--- src/rtl/timer_counter.sv ---
// Timer counting stage: clock prescaler, 64-bit up-counter and debug-halt
// handshake, fed by the timer register block.
module timer_counter #(
   parameter int CNT_W = 64,
   parameter int PRE_W = 8
) (
   input  logic             sys_clk,
   input  logic             sys_rst,
   input  logic             timer_en,
   input  logic             div_en,
   input  logic [3:0]       div_val,
   input  logic             halt_req,
   input  logic             dbg_mode,
   input  logic             counter_clear,
   input  logic [1:0]       counter_write_sel,
   input  logic [31:0]      counter_write_data,
   output logic [CNT_W-1:0] cnt_val,
   output logic             halt_ack_status
);

   localparam int LIM_W = PRE_W + 1;
   localparam int HALF  = CNT_W / 2;

   logic [CNT_W-1:0] cnt_q, cnt_d;
   logic [PRE_W-1:0] pre_q, pre_d;
   logic             halt_q, halt_d;

   logic [3:0]       div_sat;
   logic [LIM_W-1:0] limit;
   logic [LIM_W-1:0] pre_ext;
   logic             halted;
   logic             pre_active;
   logic             tick;
   logic             wr_any;

   // Division exponent saturated to the prescaler width, and the tick limit
   always_comb begin
      div_sat = div_val;
      if (div_val > 4'(PRE_W)) begin
         div_sat = 4'(PRE_W);
      end
      limit   = (LIM_W'(1) << div_sat) - LIM_W'(1);
      pre_ext = {1'b0, pre_q};
   end

   assign halted     = halt_q;
   assign pre_active = timer_en & div_en & ~halted;
   assign wr_any     = |counter_write_sel;

   // Prescaler next state and count tick; >= gives an immediate tick
   // when the limit is lowered below the current prescaler value
   always_comb begin
      pre_d = pre_q;
      tick  = 1'b0;
      if (halted) begin
         pre_d = pre_q;
         tick  = 1'b0;
      end else if (pre_active) begin
         if (pre_ext >= limit) begin
            tick  = 1'b1;
            pre_d = '0;
         end else begin
            pre_d = pre_q + PRE_W'(1);
         end
      end else begin
         pre_d = '0;
         tick  = timer_en & ~div_en;
      end
      if (counter_clear) begin
         pre_d = '0;
      end
   end

   // Counter next state: clear beats write, write beats tick
   always_comb begin
      cnt_d = cnt_q;
      if (counter_clear) begin
         cnt_d = '0;
      end else if (wr_any) begin
         if (counter_write_sel[0]) begin
            cnt_d[HALF-1:0] = counter_write_data;
         end
         if (counter_write_sel[1]) begin
            cnt_d[CNT_W-1:HALF] = counter_write_data;
         end
      end else if (tick) begin
         cnt_d = cnt_q + CNT_W'(1);
      end
   end

   // Halt acknowledge follows the qualified request with one cycle delay
   always_comb begin
      halt_d = halt_req & dbg_mode;
   end

   // State registers
   always_ff @(posedge sys_clk or posedge sys_rst) begin
      if (sys_rst) begin
         cnt_q  <= '0;
         pre_q  <= '0;
         halt_q <= 1'b0;
      end else begin
         cnt_q  <= cnt_d;
         pre_q  <= pre_d;
         halt_q <= halt_d;
      end
   end

   assign cnt_val         = cnt_q;
   assign halt_ack_status = halt_q;

endmodule

--- config.mk ---
export PLATFORM = sky130hd
export DESIGN_NAME = timer_counter
export DESIGN_NICKNAME = d
export VERILOG_FILES = /design/src/rtl/timer_counter.sv
export SDC_FILE = /design/constraint.sdc
export NUM_CORES = 1
export LEC_CHECK = 0
export CAP_MARGIN = 10
export CORE_MARGIN = 4
export CORE_UTILIZATION = 47
export CTS_CLUSTER_DIAMETER = 150
export DETAILED_ROUTE_END_ITERATION = 6
export PLACE_DENSITY = 0.78
export RECOVER_POWER = 25
export REMOVE_ABC_BUFFERS = 1
export SYNTH_ARGS = -nofsm -noshare
export SYNTH_HDL_FRONTEND = slang
export SYNTH_SLANG_ARGS = --single-unit
export TNS_END_PERCENT = 10
--- constraint.sdc ---
create_clock -name sys_clk -period 2.6 [get_ports sys_clk]
set_clock_uncertainty 0.2 [all_clocks]
set_input_delay 0.52 -clock sys_clk [delete_from_list [all_inputs] [get_ports sys_clk]]
set_output_delay 0.52 -clock sys_clk [all_outputs]
set_load 0.01 [all_outputs]
==> impl_metrics.json, run 1 <==
{
  "wl_per_cell_um": 21.7,
  "synth_compound_area_frac": 0.281,
  "clkTransAtPathRegs_ps": 80,
  "cp.arrival_ps": 3290,
  "antenna_found_initial": 0,
  "synth_top_area_share": 0.360,
  "required_ps": 2650,
  "gr-total-overflow": 0,
  "final_layout_size_suffix_gt1_frac": 0.185,
  "cts_buffers": 9,
  "min_path_type": "register to register",
  "critical_path.max_fanout": 3,
  "htreeDepth": 3,
  "worstHoldPathCells": 1,
  "gr-usage-all-layers": 0.323,
  "r2r_slack_ps": -10,
  "hp-start": "pre_q[0]",
  "avgSynthCellArea_um2": 8.14,
  "grt_pass1_wl_um": 32200,
  "fmax_ghz": 0.309,
  "synth_fa_ha_area_frac": 0.0271,
  "antennaDiodeCount": 0,
  "hold_end": "pre_q[0]",
  "port_buffers": 109,
  "tightestPinTransition_ps": 964,
  "die_w_um": 112,
  "status": "complete, but fails checks",
  "synth_seq_cells": 73,
  "cts_tree": "yes",
  "yosys.area.top_type": "dfrtp_1",
  "vias_per_cell": 6.54,
  "maxSlewViolCount": 0,
  "vdd_drop_max_uv": 240,
  "syn_to_final_growth_pct": 45.0,
  "place_hpwl_um": 15100,
  "rsz0062_at_grt": "yes",
  "fin_area_um2": 7350,
  "drt_iter0_drc": 738,
  "synth_top_family_by_area": "compound AO/OA/AOI/OAI gates",
  "p_leak_nw": 3.03,
  "die_h_um": 112,
  "violations": "setup timing",
  "first_global_vias": 6013,
  "synth_edf_count": 0,
  "final_hold_viol_count": 0,
  "yosys.area_share.simple": 0.277,
  "synthMuxAreaShare": 0.00395,
  "setup_viol": 72,
  "worst_setup_path_start_kind": "primary input",
  "synth_most_common_cell": "nand2_1",
  "via_count": 6211,
  "clkLatencyLatePin_ps": 360,
  "final_nets": 865,
  "synth_area_leaders": "dfrtp_1, o21ai_0, nand2_1",
  "ys_async_sr_fraction": 1.00,
  "clkSinkCount": 73,
  "fp.coreArea_um2": 10400,
  "worstReg2RegStart": "cnt_val[11]",
  "cts_max_path_buffers": 2,
  "ys_top_cells_by_count": "nand2_1, dfrtp_1, o21ai_0",
  "ant_nets": 0,
  "rr_endpoint": "cnt_val[41]",
  "grt_max_degree": 39,
  "start_util": 0.487,
  "placed_cell_area_um2": 6970,
  "cts_hold_buf": 0,
  "cap_violations": 0,
  "synth_xor_area_frac": 0.0104,
  "yosysSeqAreaShare": 0.360,
  "wl_um": 20600,
  "ys_types": 65,
  "syn_area_um2": 5070,
  "power.density_nw_per_um2": 422,
  "min_period_over_period": 1.24,
  "slew_headroom": 0.357,
  "ios": 110,
  "gp_congestion": 0.938,
  "reg2reg_depth": 6,
  "critPathKind": "primary input to register",
  "final_core_util": 0.706,
  "route.detailed.drc": 0,
  "yosysWarnings": 0,
  "ys.flop_type": "dfrtp_1",
  "dr.pass1.iters": 5,
  "rows": 37,
  "cts-root-buf": "clkbuf_8",
  "synth_cells": 623,
  "cp-end-kind": "register",
  "fin_ws_ps": -635,
  "period_needed_ps": 3230,
  "die_area_um2": 12500
}
## worst max-delay path by stage
| stage | startpoint | endpoint | slack (ps) | cells past startpoint |
|---|---|---|---|---|
| 6_report | div_val[3] | cnt_val[63] | -630 | 15 |
| 3_3_place_gp | div_val[1] | cnt_val[10] | -1230 | 15 |
| 5_1_grt | div_val[3] | cnt_val[11] | -800 | 16 |
| 4_1_cts | div_val[2] | cnt_val[10] | -610 | 15 |
| 2_1_floorplan | div_val[1] | cnt_val[28] | -940 | 13 |
| 3_5_place_dp | div_val[1] | cnt_val[10] | -1410 | 15 |
## power by group
group | internal [mW] | switching (mW)
clock network | 0.562 | 0.453
logic | 0.397 | 0.383
registers | 1.21 | 0.0972
## critical path, stage by stage
cell      delay, ps
buf_8           100
nor3_4          230
nand2_1         100
ha_2            190
nor3_1          200
a21o_1          120
a32oi_2         100
ha_1            320
nand3_1         170
nor2_2          150
buf_4           120
nand3b_1         90
and2_2          230
or3_1           380
a32o_1          270
## through the flow
stage | TNS (ps) | instances | total power, mW | hold WS [ps] | worst slack (ps)
floorplan | -52810 | 583 | 1.60 | 292 | -940
global placement | -82270 | 926 | 2.05 | 322 | -1230
detailed placement | -93660 | 926 | 2.07 | 327 | -1410
CTS | -36340 | 947 | 3.10 | 331 | -607
global route | -49660 | 949 | 3.23 | 368 | -796
finish | -38810 | 949 | 3.10 | 323 | -635
## what timing repair did
item	in CTS	in global routing
cloned	1	0
pin swaps	22	9
setup buffers	5	2
gates resized for setup	39	11
setup endpoints to repair	72	72
## area by class of cell
cell class / count / area, um^2
clock buffer: 12 / 145
timing repair buffer: 215 / 1970
fill: 854 / 3060
multi-input combinational: 500 / 3140
clock inverter: 3 / 65.1
sequential: 73 / 1830
inverter: 10 / 37.5
tap: 136 / 170
## cell usage in the layout, fill, tap and decap left out, types with 17 or more instances in the layout
master / Yosys / routed
buf_4: 1 / 95
nand3_1: 35 / 35
o21ai_0: 70 / 66
nand2_1: 78 / 77
a21oi_1: 26 / 26
a22o_1: 17 / 17
nor2_1: 40 / 38
dfrtp_1: 73 / 73
nor3_1: 24 / 22
clkdlybuf4s50_1: 0 / 103
o31ai_1: 21 / 21
## kinds of logic (layout without fill, tap and decap cells)
logic type | after synthesis | count (layout)
multiplexers | 2 | 2
AND/OR/NAND/NOR | 271 | 271
XOR/XNOR | 6 | 6
AO/OA/AOI/OAI | 210 | 210
buffers and inverters | 50 | 240
flip-flops | 73 | 73
adder cells (fa/ha/maj) | 11 | 11
## routing by layer
layer	vias to the layer above	part of all wire	wire length [um]	track usage
met5	-	0	0	0
met4	0	0.051	1050	0.161
met3	79	0.098	2030	0.0685
met2	411	0.46	9430	0.504
met1	2966	0.39	8110	0.426
li1	2755	-	-	-
## sequential cells by signal (all words and copies together) (netlist names)
name             cells
cnt_val             64
pre_q                8
halt_ack_status      1
Power figures use the tool's default switching activity.
==> inputs of run 2 (changes only) <==
--- a/config.mk
+++ b/config.mk
@@ -7,10 +7,10 @@
 export LEC_CHECK = 0
 export CAP_MARGIN = 10
 export CORE_MARGIN = 4
-export CORE_UTILIZATION = 47
+export CORE_UTILIZATION = 52
 export CTS_CLUSTER_DIAMETER = 150
 export DETAILED_ROUTE_END_ITERATION = 6
-export PLACE_DENSITY = 0.78
+export PLACE_DENSITY = 0.82
 export RECOVER_POWER = 25
 export REMOVE_ABC_BUFFERS = 1
 export SYNTH_ARGS = -nofsm -noshare
==> constraint.sdc (replaced) <==
create_clock -name sys_clk -period 3.7 [get_ports sys_clk]
set_clock_uncertainty 0.2 [all_clocks]
set_input_delay 0.74 -clock sys_clk [delete_from_list [all_inputs] [get_ports sys_clk]]
set_output_delay 0.74 -clock sys_clk [all_outputs]
set_load 0.01 [all_outputs]
==> run 2 against run 1 <==
Net effect: the flow now finishes without violations; die area is 8.9% lower; cell count is 7.5% lower; design area shrank 7.0%; via count is 3.3% lower; first-iteration DRC count decreased by 6.8%.
==> impl_metrics.json, run 2 (synthesis gave the netlist of run 1 again) <==
{
  "period_needed_ps": 3630,
  "cts_max_path_buffers": 2,
  "antenna_found_initial": 0,
  "cp.arrival_ps": 3660,
  "syn_to_final_growth_pct": 34.8,
  "start_util": 0.541,
  "grt_pass1_wl_um": 30300,
  "gr-total-overflow": 0,
  "critPathCapture": "cnt_val[26]",
  "clkSinkCount": 73,
  "die_area_um2": 11400,
  "seq_area_um2": 1830,
  "clkTransAtPathRegs_ps": 80,
  "cts_hold_buf": 0,
  "layout_common_cells": "clkdlybuf4s50_1, nand2_1, dfrtp_1",
  "gp_congestion": 0.892,
  "critPathKind": "primary input to register",
  "die_h_um": 107,
  "final_common_cell": "clkdlybuf4s50_1",
  "p_leak_nw": 2.70,
  "r2r_slack_ps": 540,
  "critical_path.max_fanout": 4,
  "min_period_over_period": 0.981,
  "cp-startpoint": "div_val[0]",
  "dr.pass1.iters": 5,
  "power.density_nw_per_um2": 306,
  "gr-usage-all-layers": 0.335,
  "rr_endpoint": "cnt_val[54]",
  "setup_viol": 0,
  "final_nets": 800,
  "cts_tree": "yes",
  "rsz0062_at_grt": "yes",
  "multi_input_area_um2": 3160,
  "htreeDepth": 3,
  "antennaDiodeCount": 0,
  "slew_headroom": 0.179,
  "final_layout_size_suffix_gt1_frac": 0.109,
  "cp-end-kind": "register",
  "wl_um": 19200,
  "fillers": 756,
  "status": "finished, final reports clean",
  "drt_iter0_drc": 688,
  "via_count": 6007,
  "first_global_vias": 5761,
  "worstReg2RegStart": "cnt_val[0]",
  "fin_hold_ws_ps": 350,
  "vdd_drop_max_uv": 229,
  "worst_setup_path_start_kind": "primary input",
  "vias_per_cell": 6.84,
  "ios": 110,
  "fmax_ghz": 0.276,
  "place_hpwl_um": 13700,
  "wl_per_cell_um": 21.9,
  "setup_tns_ps": 0,
  "fin_area_um2": 6840,
  "reg2reg_depth": 7,
  "maxSlewViolCount": 0,
  "ant_nets": 0,
  "die_w_um": 107,
  "cts-root-buf": "clkbuf_8",
  "fp.coreArea_um2": 9370,
  "final_hold_viol_count": 0,
  "rows": 35,
  "port_buffers": 109,
  "cts_buffers": 9,
  "min_path_type": "register to register",
  "required_ps": 3730,
  "cap_violations": 0,
  "tightestPinTransition_ps": 1230,
  "route.detailed.drc": 0,
  "clkLatencyLatePin_ps": 350,
  "placed_cell_area_um2": 6470,
  "grt_max_degree": 48,
  "largest_reg_flops": 64
}
==> run 2: per-layer routing <==
layer,up-vias,global-route usage,part of all wire
li1,2618,-,-
met1,2886,0.444,0.40
met2,432,0.527,0.46
met3,71,0.0747,0.11
met4,0,0.143,0.038
met5,-,0,0
==> run 2: how the worst min path moves through the flow <==
stage,cells after the start,slack (ps),end,start
after global routing,1,390,pre_q[5],pre_q[5]
after CTS,1,360,pre_q[0],pre_q[0]
after global placement,1,320,cnt_val[38],cnt_val[38]
after detailed placement,1,340,cnt_val[38],cnt_val[38]
final,1,350,pre_q[0],pre_q[0]
after floorplan,1,290,pre_q[2],pre_q[2]
==> run 2: area by class of cell <==
type,instances,area share
timing repair buffer,150,0.212
tap,129,0.0236
clock buffer,10,0.0201
clock inverter,6,0.00970
inverter,10,0.00549
sequential,73,0.267
multi-input combinational,500,0.462
==> run 2: timing repair <==
item,in CTS,in global routing
setup endpoints to repair,67,72
pin swaps,5,6
buffers inserted,4,1
resized for setup,17,14
cloned,1,0
==> run 2: where the power goes <==
group / leakage (nW) / switching, mW / internal (mW) / total (mW)
combinational: 1.63 / 0.238 / 0.247 / 0.485
clock: 0.107 / 0.339 / 0.333 / 0.672
sequential: 0.968 / 0.0867 / 0.851 / 0.937
total: 2.70 / 0.664 / 1.43 / 2.09
==> run 2: through the flow <==
stage	instances	power, mW	util	setup WS (ps)
final	878	2.09	0.730	71.0
after global routing	878	2.18	0.730	-41.3
after CTS	877	2.08	0.723	31.1
after detailed placement	856	1.41	0.690	-548
after global placement	856	1.40	0.690	-351
after floorplan	583	1.12	-	-60.3
==> run 2: worst max-delay path, cell delays in order <==
cell	delay, ps
clkdlybuf4s50_1	450
nand2b_1	220
ha_4	210
nor3_4	170
a21o_1	100
a32oi_1	100
ha_1	340
nand3_1	90
nand4b_1	170
buf_4	160
a22oi_1	120
or4_1	520
a32o_1	270
